[src/rtl/riscv_pkg.sv]
// Shared datapath types and widths for the register file.
package riscv_pkg;

    localparam int unsigned DATA_WIDTH = 32;
    localparam int unsigned ADDR_WIDTH = 5;
    localparam int unsigned NUM_REGS   = 2 ** ADDR_WIDTH;

    typedef logic signed [DATA_WIDTH-1:0] word_t;
    typedef logic [ADDR_WIDTH-1:0]        regidx_t;

endpackage

[src/rtl/registerbank_readport.sv]
// One combinational read port: index -> register contents, x0 reads as zero.
module registerbank_readport
    import riscv_pkg::*;
(
    input  word_t   regs [NUM_REGS],
    input  regidx_t idx,
    output word_t   data_c
);

    // Index mux with the zero-register override.
    always_comb begin
        data_c = '0;
        if (idx != '0) begin
            data_c = regs[idx];
        end
    end

endmodule

[src/rtl/registerbank.sv]
// 32 x 32-bit general-purpose register file: two async read ports, one write port.
module registerbank
    import riscv_pkg::*;
(
    input  logic    clock,
    input  logic    reset_n,
    input  regidx_t read_reg1,
    input  regidx_t read_reg2,
    input  regidx_t write_reg,
    input  word_t   write_data,
    input  logic    reg_write,
    output word_t   read_data1,
    output word_t   read_data2
);

    word_t regs [NUM_REGS];

    // Storage: async clear, gated write; index 0 is never loaded so it stays zero.
    always_ff @(posedge clock or negedge reset_n) begin
        if (!reset_n) begin
            regs <= '{default: '0};
        end else if (reg_write && (write_reg != '0)) begin
            regs[write_reg] <= write_data;
        end
    end

    registerbank_readport u_port1 (
        .regs   (regs),
        .idx    (read_reg1),
        .data_c (read_data1)
    );

    registerbank_readport u_port2 (
        .regs   (regs),
        .idx    (read_reg2),
        .data_c (read_data2)
    );

endmodule

[config.mk]
export PLATFORM = sky130hd
export DESIGN_NAME = registerbank
export DESIGN_NICKNAME = d
export VERILOG_FILES = /design/src/rtl/riscv_pkg.sv /design/src/rtl/registerbank_readport.sv /design/src/rtl/registerbank.sv
export SDC_FILE = /design/constraint.sdc
export NUM_CORES = 2
export LEC_CHECK = 0
export CORE_ASPECT_RATIO = 0.9
export CORE_MARGIN = 2
export CORE_UTILIZATION = 45
export DETAILED_ROUTE_END_ITERATION = 16
export GPL_ROUTABILITY_DRIVEN = 0
export HOLD_SLACK_MARGIN = 0.05
export PLACE_DENSITY_LB_ADDON = 0.2
export SYNTH_ARGS = -nofsm -noshare
export SYNTH_HDL_FRONTEND = slang
export SYNTH_SLANG_ARGS = --single-unit
[constraint.sdc]
create_clock -name clock -period 6.2 [get_ports clock]
set_input_delay 1.86 -clock clock [delete_from_list [all_inputs] [get_ports clock]]
set_output_delay 1.86 -clock clock [all_outputs]
set_load 0.02 [all_outputs]
==> run_results.csv <==
group,metric,value,unit
run_status,status,"completed",
grt,grtUsageTotal,30.7,%
placement,buffer_ports.inserted,113,
detailed_routing,drt_iter0_markers,3530,
power,p_per_area,325,mW/mm²
layout,nNetsFinal,3692,
yosys,ys_ff_latch,1024,
yosys,yosys_warnings,0,
yosys,syn_area,0.0544,mm²
clock_tree,clk_pin_slew_worst_paths,60,ps
setup_path,cp.required,4340,ps
yosys,synth_top_area_share,47.1,%
detailed_routing,drt-pass1-iter-count,6,
power,switching_share,27.8,%
yosys,yosysSeqAreaShare,47.1,%
placement,hpwl,117,mm
power,p_leak,26.8,nW
yosys,ys.flop_type,"dfrtp_1",
die,dieArea,0.124,mm²
yosys,synth.avg_cell_area,15.2,µm²
yosys,yosysUniqueCellTypes,37,
power,power_frac_clock,34.8,%
sta,max_freq,162,MHz
sta,fin_worst_skew,0,ps
yosys,synth_top_area_cell,"dfrtp_1",
layout,fillers,9694,
layout,drive_gt1_share,53.7,%
layout,multiInputGateArea,0.0269,mm²
detailed_routing,wirelength,189,mm
sta,finalHoldViolCount,0,
yosys,synth_cells,3587,
die,pin_count,114,
setup_path,crit_type,"in -> out",
detailed_routing,drc,0,
clock_tree,root_buffer,"clkbuf_16",
yosys,synth_nets,3637,
setup_path,crit_path_max_fanout,11,
placement,dpl_worst_slack,-258,ps
clock_tree,insertion_delay,720,ps
clock_tree,cts_setup_buffers,0,
setup_path,worstSetupStartpointType,"primary input",
sta,holdWs,398,ps
clock_tree,cts.sinks,1024,
job,drv_cap,0,
yosys,ys_async_sr_fraction,100,%
power,seq_power_share,44.4,%
hold_path,hold_class,"reg -> reg",
layout,largestRegisters,"regs: 1024 flops",
layout,fin_util,52.2,%
power,switchingPower,5.63,mW
grt,grt_overflow,0,
die,fp.dieH,334,µm
yosys,synth_area_leaders,"dfrtp_1 (47%), mux2_2 (21%), mux4_2 (19%)",
power,total_power,20.2,mW
setup_path,end_kind,"primary output",
grt,antenna_found_initial,6,
layout,area_growth,14.5,%
grt,grt_pass1_wl,275,mm
setup_path,critPathArrivalTime,4300,ps
sta,setup_viol_count_final,0,
power,irDropWorstVdd,0.000260,V
clock_tree,clk_path_buf_depth,3,
detailed_routing,vias_per_cell,6.80,
layout,largest_register,"regs",
power,comb_power_share,20.8,%
clock_tree,cts_made_buffers,115,
layout,largest_reg_flops,1024,
sta,rsz0062_at_grt,"no",
yosys,synth_common_cells,"dfrtp_1 (1024), mux2_2 (1006), mux4_2 (448)",
sta,fin_tns_setup,0,ps
die,core.rowCount,120,
die,die_w,370,µm
die,initial_core_util,45.5,%
layout,regArea,0.0256,mm²
die,coreArea,0.119,mm²
grt,grt_max_degree,143,
detailed_routing,vias,36249,
clock_tree,cts_htree_levels,3,
yosys,synth.most_common_cell,"dfrtp_1",
sta,min_period,6160,ps
power,p_int,14.6,mW
detailed_routing,wl_per_cell,35.4,µm
grt,grt_pass1_vias,37887,
sta,worstMarginPinSlew,1210,ps
sta,slew_headroom,19.1,%
clock_tree,cts_tree,"done",
sta,slew_violations,0,
sta,final.period_utilization,99.4,%
detailed_routing,ant_nets,0,
sta,setup_ws,36.8,ps
yosys,synth_edf_count,0,
-- path summary, 6_finish.rpt --
path	depth (start not counted)	to	start	slack, ps
max in group asynchronous	2	regs[933]	reset_n	3750
worst max register to register	1	regs[871]	regs[871]	5370
worst min-delay path	0	regs[1002]	regs[1002]	400
worst max-delay path	8	read_data2[4]	read_reg2[1]	40
min in group asynchronous	1	regs[569]	reset_n	1150
worst min register to register	0	regs[1002]	regs[1002]	400
-- kinds of logic (layout without fill, tap and decap cells) --
family	count (synthesis)	after routing	synth area share [%]
AND/OR/NAND/NOR	131	131	1.20
other	0	1	0
multiplexers	1664	1664	43.3
buffers and inverters	431	584	3.78
flip-flops	1024	1024	47.1
AO/OA/AOI/OAI	337	337	4.58
-- cell usage in the layout, fill, tap and decap left out, drive strengths merged, types with 4 or more instances in the layout --
master,netlist,routed
buf,198,309
nor2b,43,43
clkbuf,231,174
a221o,32,32
a211oi,32,32
nor2,21,21
mux4,448,448
nand2b,4,4
clkinv,0,29
clkinvlp,0,4
o21ai,81,81
a22oi,64,64
a31oi,32,32
nand3,4,4
o2111ai,15,15
bufinv,0,7
clkdlybuf4s50,0,58
nand2,45,45
a311oi,32,32
dfrtp,1024,1024
mux2i,192,192
a221oi,49,49
mux2,1024,1024
-- metrics by stage --
stage          cells  cell area [µm²]
6_report        5327            62300
5_1_grt         5327            62300
4_1_cts         5326            62200
3_5_place_dp    5111            58300
3_3_place_gp    5111            58300
2_1_floorplan   3587            54400
-- power groups by stage --
stage | Sequential [mW] | Combinational, mW | Clock [mW]
2_1_floorplan | 8.64 | 3.04 | 0
3_3_place_gp | 8.89 | 4.06 | 0
3_5_place_dp | 9.03 | 4.19 | 0
4_1_cts | 8.92 | 4.21 | 7.14
5_1_grt | 9.10 | 4.48 | 7.44
6_report | 8.98 | 4.21 | 7.04
-- critical path, cell delays in order --
cell             delay (ps)
buf_4                   300
nor2_4                   90
and3b_2                 400
buf_4                   240
a221o_1                 270
a31oi_1                 320
buf_4                   180
clkdlybuf4s50_1         600
-- timing repair --
action,4_1_cts,5_1_grt
hold endpoints to repair,0,0
endpoints found under the setup margin,5,7
hold buffers,0,0
resized for setup,6,7
pin swaps,0,1
-- routing by layer --
layer	GRT usage (%)	part of all wire (%)	up-vias
met4	14.7	5.5	8
met1	41.3	40	19691
met3	6.97	8.4	509
met5	0	0.025	-
met2	47.2	46	1938
li1	-	-	14103
-- final cells by class --
cell class                      instances  area share, %
Antenna cell                            1        0.00402
Clock buffer                          174           5.61
Clock inverter                         41          0.699
Inverter                                2         0.0181
Multi-Input combinational cell       2132           43.3
Sequential cell                      1024           41.2
Tap cell                             1586           3.19
Timing Repair Buffer                  367           6.04
Note: power is estimated with default switching activity, not from simulation.
